===== src/rtl/uart_rx_cfg.sv =====
// rtl/uart_rx_cfg.sv - configurable UART receiver with 3-sample majority voting and error flags
module uart_rx_cfg #(
    parameter int ClkFreq    = 10_000_000,
    parameter int BaudRate   = 115200,
    parameter int DataBits   = 8,
    parameter int ParityMode = 0,
    parameter int StopBits   = 1
) (
    input  logic                i_clk,
    input  logic                i_rst_n,
    input  logic                i_rx,
    output logic                o_rx_valid,
    input  logic                i_rx_ready,
    output logic [DataBits-1:0] o_rx_data,
    output logic                o_parity_err,
    output logic                o_frame_err,
    output logic                o_overrun,
    output logic                o_break
);

    localparam int BaudsPerBit = ClkFreq / BaudRate;
    localparam int H           = BaudsPerBit / 2;
    localparam int CntW        = $clog2(BaudsPerBit);
    localparam int IdxW        = $clog2(DataBits);

    if (BaudsPerBit < 8) begin : g_bad_baud
        $error("uart_rx_cfg: ClkFreq/BaudRate must be at least 8");
    end
    if (DataBits < 5 || DataBits > 9) begin : g_bad_width
        $error("uart_rx_cfg: DataBits must be in 5..9");
    end
    if (ParityMode < 0 || ParityMode > 2) begin : g_bad_parity
        $error("uart_rx_cfg: ParityMode must be 0, 1 or 2");
    end
    if (StopBits < 1 || StopBits > 2) begin : g_bad_stop
        $error("uart_rx_cfg: StopBits must be 1 or 2");
    end

    typedef enum logic [2:0] {
        S_IDLE,
        S_START,
        S_DATA,
        S_PARITY,
        S_STOP1,
        S_STOP2,
        S_DONE
    } state_t;

    state_t              state;
    state_t              state_nxt;
    logic                sync1;
    logic                rx_s;
    logic                rx_prev;
    logic [CntW-1:0]     cnt;
    logic [IdxW-1:0]     idx;
    logic [DataBits-1:0] shreg;
    logic                samp_a;
    logic                samp_b;
    logic                par_bit;
    logic                stop1_bit;
    logic                stop_err;

    logic start_edge;
    logic wrap;
    logic vote_now;
    logic vote;
    logic last_bit;
    logic par_calc;
    logic par_err;
    logic brk_cond;

    assign start_edge = rx_prev & ~rx_s;
    assign wrap       = (cnt == CntW'(BaudsPerBit - 1));
    assign vote_now   = (cnt == CntW'(H + 1));
    // Third sample is the live synchronised line on the H+1 cycle.
    assign vote       = (samp_a & samp_b) | (samp_a & rx_s) | (samp_b & rx_s);
    assign last_bit   = (idx == IdxW'(DataBits - 1));
    assign par_calc   = (^shreg) ^ par_bit;
    assign par_err    = (ParityMode == 1) ? par_calc :
                        (ParityMode == 2) ? ~par_calc : 1'b0;
    assign brk_cond   = (shreg == '0) && ((ParityMode == 0) || !par_bit) && !stop1_bit;

    // Two-flop synchroniser plus one history flop for falling-edge detection.
    always_ff @(posedge i_clk) begin
        if (!i_rst_n) begin
            sync1   <= 1'b1;
            rx_s    <= 1'b1;
            rx_prev <= 1'b1;
        end else begin
            sync1   <= i_rx;
            rx_s    <= sync1;
            rx_prev <= rx_s;
        end
    end

    // Frame state register.
    always_ff @(posedge i_clk) begin
        if (!i_rst_n) begin
            state <= S_IDLE;
        end else begin
            state <= state_nxt;
        end
    end

    // Frame sequencing: bit boundaries on counter wrap, decisions on the vote cycle.
    always_comb begin
        state_nxt = state;
        case (state)
            S_IDLE:   if (start_edge) state_nxt = S_START;
            S_START: begin
                if (vote_now && vote) state_nxt = S_IDLE;
                else if (wrap)        state_nxt = S_DATA;
            end
            S_DATA:   if (wrap && last_bit) state_nxt = (ParityMode != 0) ? S_PARITY : S_STOP1;
            S_PARITY: if (wrap) state_nxt = S_STOP1;
            S_STOP1: begin
                if (StopBits == 1) begin
                    if (vote_now) state_nxt = S_DONE;
                end else if (wrap) begin
                    state_nxt = S_STOP2;
                end
            end
            S_STOP2:  if (vote_now) state_nxt = S_DONE;
            S_DONE:   state_nxt = S_IDLE;
            default:  state_nxt = S_IDLE;
        endcase
    end

    // Baud counter, vote samples and per-frame capture of data, parity and stop bits.
    always_ff @(posedge i_clk) begin
        if (!i_rst_n) begin
            cnt       <= '0;
            idx       <= '0;
            shreg     <= '0;
            samp_a    <= 1'b1;
            samp_b    <= 1'b1;
            par_bit   <= 1'b0;
            stop1_bit <= 1'b1;
            stop_err  <= 1'b0;
        end else begin
            if (state == S_IDLE) cnt <= '0;
            else                 cnt <= wrap ? '0 : cnt + CntW'(1);
            if (cnt == CntW'(H - 1)) samp_a <= rx_s;
            if (cnt == CntW'(H))     samp_b <= rx_s;
            case (state)
                S_IDLE: begin
                    idx      <= '0;
                    stop_err <= 1'b0;
                end
                S_DATA: begin
                    // LSB arrives first, so after DataBits shifts bit 0 holds the first data bit.
                    if (vote_now) shreg <= {vote, shreg[DataBits-1:1]};
                    if (wrap)     idx   <= idx + IdxW'(1);
                end
                S_PARITY: if (vote_now) par_bit <= vote;
                S_STOP1: begin
                    if (vote_now) begin
                        stop1_bit <= vote;
                        if (!vote) stop_err <= 1'b1;
                    end
                end
                S_STOP2: if (vote_now && !vote) stop_err <= 1'b1;
                default: ;
            endcase
        end
    end

    // Holding register with break/overrun arbitration and valid/ready handshake.
    always_ff @(posedge i_clk) begin
        if (!i_rst_n) begin
            o_rx_valid   <= 1'b0;
            o_rx_data    <= '0;
            o_parity_err <= 1'b0;
            o_frame_err  <= 1'b0;
            o_overrun    <= 1'b0;
            o_break      <= 1'b0;
        end else begin
            o_overrun <= 1'b0;
            o_break   <= 1'b0;
            if (o_rx_valid && i_rx_ready) o_rx_valid <= 1'b0;
            if (state == S_DONE) begin
                if (brk_cond) begin
                    o_break <= 1'b1;
                end else if (o_rx_valid && !i_rx_ready) begin
                    o_overrun <= 1'b1;
                end else begin
                    o_rx_valid   <= 1'b1;
                    o_rx_data    <= shreg;
                    o_parity_err <= par_err;
                    o_frame_err  <= stop_err;
                end
            end
        end
    end

endmodule


===== config.mk =====
export PLATFORM = sky130hd
export DESIGN_NAME = uart_rx_cfg
export DESIGN_NICKNAME = d
export VERILOG_FILES = /design/src/rtl/uart_rx_cfg.sv
export SDC_FILE = /design/constraint.sdc
export NUM_CORES = 1
export LEC_CHECK = 0
export CAP_MARGIN = 20
export CORE_ASPECT_RATIO = 1.4
export CORE_MARGIN = 10
export CORE_UTILIZATION = 40
export DETAILED_ROUTE_END_ITERATION = 16
export GPL_TIMING_DRIVEN = 0
export PLACE_DENSITY_LB_ADDON = 0.2
export REMOVE_ABC_BUFFERS = 1
export SYNTH_ARGS = -nofsm -noshare
export SYNTH_HDL_FRONTEND = slang
export SYNTH_SLANG_ARGS = --single-unit

===== constraint.sdc =====
create_clock -name i_clk -period 1.7 [get_ports i_clk]
set_input_delay 0.255 -clock i_clk [delete_from_list [all_inputs] [get_ports i_clk]]
set_output_delay 0.255 -clock i_clk [all_outputs]
set_load 0.005 [all_outputs]

==> results of run 1 <==
-- repair_timing --
| action | in CTS | in global routing |
|---|---|---|
| cloned | 0 | 0 |
| resized for setup | 8 | 6 |
| endpoints found under the setup margin | 31 | 24 |
| buffers inserted | 2 | 0 |
-- cells in the final DEF, fill, tap and decap left out, drive strengths merged, types with 2 or more instances in the layout --
cell	count
dfxtp	40
xor2	4
nor3b	3
nand3	6
nand4b	6
or3	2
o21ai	4
clkbuf	6
o211ai	2
nand2	27
ha	6
clkdlybuf4s50	14
inv	5
a31oi	3
nor2	21
nand4	5
mux2i	19
buf	3
nor2b	3
nor4	3
a21oi	4
nand2b	3
and3	2
-- final timing paths --
path	from	endpoint
max	state[1]	o_rx_data[7]
min	i_rst_n	stop1_bit
max reg2reg	state[1]	o_rx_data[7]
min reg2reg	sync1	rx_s
-- metal layers --
layer / part of all wire, % / GRT usage, %
met5: 0 / 0
met1: 40 / 10.3
met2: 53 / 18.0
met4: 2.0 / 5.31
met3: 4.9 / 3.14
-- Yosys cell counts, drive strengths merged --
master  number
or3          2
mux2i       19
nand4b       6
o211ai       2
o21a         1
xor2         4
conb         1
o21ai        4
buf          3
and3         2
nor4         3
or2          1
ha           6
a221oi       1
nor3b        3
maj3         1
nand3b       1
a31oi        3
xnor2        1
or3b         1
nand4        5
and2         1
nor2b        3
nand3        6
nor2        21
nand2       27
nand2b       3
a21oi        4
inv          5
dfxtp       40
nor3         1
o22ai        1
and4b        1
clkbuf       7
-- per-stage QoR --
stage	cells	utilization, %	cell area (µm²)	TNS (ns)	hold WS [ns]
5_1_grt	265	49.4	2090	0	0.432
3_3_place_gp	255	45.5	1930	-16.23	0.398
3_5_place_dp	255	45.5	1930	-18.76	0.392
2_1_floorplan	180	-	1700	-0.526	0.317
6_report	265	49.4	2090	0	0.382
4_1_cts	265	49.1	2080	0	0.415
-- worst register-to-register path: stages (launching register included) --
cell and delay, ns:
dfxtp_2 0.48, nand3b_1 0.18, a31oi_1 0.30, nor2b_4 0.23
buf_12 0.14, mux2i_1 0.21
-- layout make-up --
class	count	area, µm²	share of cell area, %
Sequential cell	40	805	38.5
Tap cell	60	75.1	3.59
Clock buffer	6	72.6	3.47
Multi-Input combinational cell	135	913	43.7
Clock inverter	2	35.0	1.67
Timing Repair Buffer	17	173	8.25
Inverter	5	18.8	0.897
-- power by group through the flow --
stage	Combinational (mW)	Sequential, mW	Clock (mW)
4_1_cts	0.0416	0.946	0.778
6_report	0.0410	0.946	0.760
3_5_place_dp	0.0407	0.968	0
2_1_floorplan	0.0183	0.967	0
3_3_place_gp	0.0401	0.968	0
5_1_grt	0.0460	0.947	0.831
-- flip-flops by register name, indices dropped and copies added (netlist names), 3 cells and up --
register / cells
state: 3
shreg: 8
o_rx_data: 8
cnt: 7
idx: 3
-- logic make-up after synthesis --
group                      Yosys count
muxes                               19
and+or+nand+nor                     87
xor gates and xnor gates             5
other                                1
adders and majority gates            7
AOI/OAI and AO/OA                   16
buffers and inverters               15
DFF                                 40
==> reports/metrics.yaml, run 1 <==
routing:
  finalWirelength_mm: 3.51
  avgRoutedWirePerCell_um: 13.2
  vias_per_cell: 5.03
  drt_first_pass_iters: 4
  drc_errors: 0
  drtIter0Drc: 70
  num_vias: 1332
  ant_nets: 0
timing:
  setup_ws_ns: 0.0833
  fin_crit_sh_pct: 95.1
  setup_viol: 0
  rsz0062_at_grt: "no"
  fin_skew_ns: 0.00883
  max-slew-margin-rel_pct: 64.1
  tightest_slew_ns: 0.538
  max_freq_ghz: 0.619
  period_needed_ns: 1.62
  slew_violations: 0
  hold_viol_final: 0
placed_design:
  hpwlAfterDp_mm: 2.48
  pre_cts_ws_ns: -0.988
  routabilityCongestion: 0.790
  portBuffers: 15
synthesis:
  yosysTopAreaCell: "dfxtp_1"
  synthTopCellsByArea: "dfxtp_1, mux2i_1, nand2_1"
  ys_seq_area_share_pct: 45.8
  syn_inst: 190
  yosys.area_share.simple_pct: 26.5
  yosysUniqueCellTypes: 40
  synth_area_per_cell_um2: 9.19
  yosys_warnings: 0
  ys_seq_elements: 40
  synth-compound-area-share_pct: 5.52
  synthMuxAreaShare_pct: 10.9
  synth_top_area_share_pct: 45.8
  synth-xor-area-share_pct: 2.51
  synthAdderAreaFrac_pct: 4.87
  synth_top_family_by_area: "simple AND/OR/NAND/NOR gates"
  syn-cell-area_um2: 1750
layout:
  num_antenna_cells: 0
  finalNetCount: 214
  fillers: 434
  drive_gt1_share_pct: 11.2
  synthToLayoutAreaGrowth_pct: 19.8
floorplan:
  num_rows: 28
  core_um2: 4240
  die_h_um: 98.2
  fp.dieArea_um2: 7450
  io_pins: 17
  initial_core_util_pct: 41.2
  die_w_um: 75.9
pwr:
  p_leak_nw: 0.777
  vdd_drop_max_mv: 0.703
  power_mw: 1.75
  p_sw_share_pct: 20.4
  comb_power_share_pct: 2.3
  p_seq_share_pct: 54.1
  p_clk_share_pct: 43.5
  p_int_mw: 1.39
  power_switching_mw: 0.357
  p_per_area_nw_per_um2: 835
setup_path:
  cp_num_cells: 5
  r2r_slack_ns: 0.08
  path_cells: "nand3b_1 > a31oi_1 > nor2b_4 > buf_12 > mux2i_1"
  required_ns: 1.91
  critPathKind: "register to register"
  crit_arrival_ns: 1.83
  crit_slowest_cell: "dfxtp_2"
  path_delay_family: "flip-flops"
  worstPathMaxFanout: 13
  crit_path_start_kind: "register"
  r2r.worst_path.cells: 5
  cpPeakStageDelay_ns: 0.48
  end_kind: "register"
  critical_path_buf_inv_count: 1
clocking:
  cts_root_buffer: "clkbuf_8"
  clkSlewWorstSetupHoldPaths_ns: 0.08
  cts_made_buffers: 5
  cts-htree-levels: 2
  cts.sink_count: 40
  insertion_delay_ns: 0.29
  cts_buffer_depth: 2
  cts_tree: "done"
  cts_hold_buf: 0
grt:
  antenna_found_initial: 0
  grt_pass1_vias: 1371
  grt_max_degree: 33
  grt_usage_pct: 10.3
  overflow: 0
  grt_pass1_wl_mm: 6.07
worst_hold_path:
  min_path_cells: 2
  hold_class: "input port to register"
job:
  max-cap-violations: 0
run_status:
  status: "complete, no violations"
Note: power is estimated with default switching activity, not from simulation.
==> inputs of run 2 (changes only) <==
--- a/config.mk
+++ b/config.mk
@@ -9,6 +9,7 @@
 export CORE_ASPECT_RATIO = 1.4
 export CORE_MARGIN = 10
 export CORE_UTILIZATION = 40
+export CTS_CLUSTER_SIZE = 30
 export DETAILED_ROUTE_END_ITERATION = 16
 export GPL_TIMING_DRIVEN = 0
 export PLACE_DENSITY_LB_ADDON = 0.2
==> results of run 2 <==
Same layout as run 1: the final DEF is identical, and so are final timing and power.
==> inputs of run 3 (changes only) <==
--- a/config.mk
+++ b/config.mk
@@ -7,7 +7,7 @@
 export LEC_CHECK = 0
 export CAP_MARGIN = 20
 export CORE_ASPECT_RATIO = 1.4
-export CORE_MARGIN = 10
+export CORE_MARGIN = 1.5
 export CORE_UTILIZATION = 40
 export CTS_CLUSTER_SIZE = 30
 export DETAILED_ROUTE_END_ITERATION = 16
@@ -17,3 +17,4 @@
 export SYNTH_ARGS = -nofsm -noshare
 export SYNTH_HDL_FRONTEND = slang
 export SYNTH_SLANG_ARGS = --single-unit
+export TNS_END_PERCENT = 30
==> run 3 against run 2 <==
Core utilization up 0.32 points. Non-clock buffer count is the same. Critical endpoint is now state[1]. Worst hold slack better by 0.032 ns. Die area decreased by 36%. Power barely moved. Largest cell class unchanged. Global-route usage is 5.3 points higher. Worst setup slack better by 0.031 ns. Register-to-register slack better by 0.03 ns.
==> reports/metrics.yaml, run 3 (synthesis results as in run 1) <==
floorplan:
  num_rows: 28
  die_h_um: 81.2
  fp.dieArea_um2: 4780
  io_pins: 17
  die_w_um: 58.9
  core_um2: 4200
  initial_core_util_pct: 41.5
placed_design:
  hpwlAfterDp_mm: 2.35
  portBuffers: 15
  dpl_cell_area_um2: 1910
  dp.cells: 240
  routabilityCongestion: 0.708
  pre_cts_ws_ns: -0.974
setup_path:
  path_cells: "nand4b_1 > or3b_4 > o21ai_0 > a221oi_1"
  critPathKind: "register to register"
  path_delay_family: "simple AND/OR/NAND/NOR gates"
  required_ns: 1.84
  r2r_slack_ns: 0.11
  critical_path_buf_inv_count: 0
  worstPathMaxFanout: 7
  r2r.worst_path.cells: 4
  crit_arrival_ns: 1.73
  end_kind: "register"
  crit_slowest_cell: "or3b_4"
  crit_path_start_kind: "register"
  cpPeakStageDelay_ns: 0.48
  cp_num_cells: 4
run_status:
  status: "complete, no violations"
layout:
  stdcell_count: 250
  reg.largest.list: "o_rx_data: 8 flops, shreg: 8 flops, cnt: 7 flops"
  drive_gt1_share_pct: 12.7
  final_common_cell: "dfxtp_1"
  finalNetCount: 214
  multi_input_area_um2: 918
  regArea_um2: 806
  final_cell_mix: "dfxtp_1, nand2_1, nor2_1, mux2i_1, clkdlybuf4s50_1"
  num_antenna_cells: 0
  synthToLayoutAreaGrowth_pct: 19.6
  design_area_um2: 2090
  fillers: 418
pwr:
  vdd_drop_max_mv: 0.500
  p_per_area_nw_per_um2: 837
  p_leak_nw: 0.778
timing:
  fin_skew_ns: 0.00867
  max-slew-margin-rel_pct: 62.9
  tightest_slew_ns: 0.557
  rsz0062_at_grt: "yes"
  final.setup.tns_ns: 0
  setup_viol: 0
  slew_violations: 0
  hold_viol_final: 0
  period_needed_ns: 1.59
  setup_ws_ns: 0.114
  max_freq_ghz: 0.631
  holdWs_ns: 0.414
  fin_crit_sh_pct: 93.3
clocking:
  cts-htree-levels: 2
  insertion_delay_ns: 0.29
  cts_root_buffer: "clkbuf_8"
  cts_buffer_depth: 2
  cts_tree: "done"
  cts_made_buffers: 5
  clkSlewWorstSetupHoldPaths_ns: 0.07
  cts.sink_count: 40
worst_hold_path:
  min_path_cells: 1
  hold_class: "register to register"
grt:
  grt_pass1_wl_mm: 5.62
  grt_pass1_vias: 1302
  grt_max_degree: 33
  grt_usage_pct: 15.6
  overflow: 0
  antenna_found_initial: 0
job:
  max-cap-violations: 0
routing:
  avgRoutedWirePerCell_um: 13.3
  drtIter0Drc: 52
  wl_met1_mm: 1.36
  met3_length_um: 100
  drt_first_pass_iters: 4
  routed-wl-met2_mm: 1.80
  num_vias: 1359
  ant_nets: 0
  vias_per_cell: 5.44
  finalWirelength_mm: 3.32
  top_layer: "met4"
  drc_errors: 0
[run 3: cell types whose count changed in the layout (fill, tap and decap cells not counted), sizes merged]
cell	before	now
buf	3	2
clkinvlp	0	1
clkdlybuf4s18	0	1
clkbuf	6	5
[run 3: repair_timing]
action	in CTS	in global routing
hold buffers	0	0
endpoints found under the setup margin	31	27
cloned	0	0
resized for setup	7	8
buffers inserted	1	1
[run 3: metrics by stage]
step           power (mW)  utilization [%]
6_report             1.75             49.7
5_1_grt              1.83             49.7
4_1_cts              1.77             48.9
3_5_place_dp         1.01             45.4
3_3_place_gp         1.01             45.4
2_1_floorplan       0.985                -
[run 3: layer usage]
metal | vias up | GRT usage [%]
met4 | 0 | 6.82
met1 | 648 | 16.5
met5 | - | 0
met2 | 25 | 27.8
met3 | 6 | 4.78
li1 | 680 | -
[run 3: where the power goes]
group | internal (mW) | switching (mW)
registers | 0.941 | 0.00533
logic | 0.0148 | 0.0275
clock network | 0.434 | 0.325
[run 3: final cells by class]
class	instances	share of cell area, %
multi-input combinational	135	44.0
sequential	40	38.6
timing repair buffer	17	8.51
clock buffer	5	3.30
tap	45	2.70
clock inverter	3	2.04
inverter	5	0.899
[run 3: worst paths after layout]
| path | from | endpoint |
|---|---|---|
| max | cnt[3] | state[1] |
| min reg2reg | sync1 | rx_s |
| max reg2reg | cnt[3] | state[1] |
| min | sync1 | rx_s |
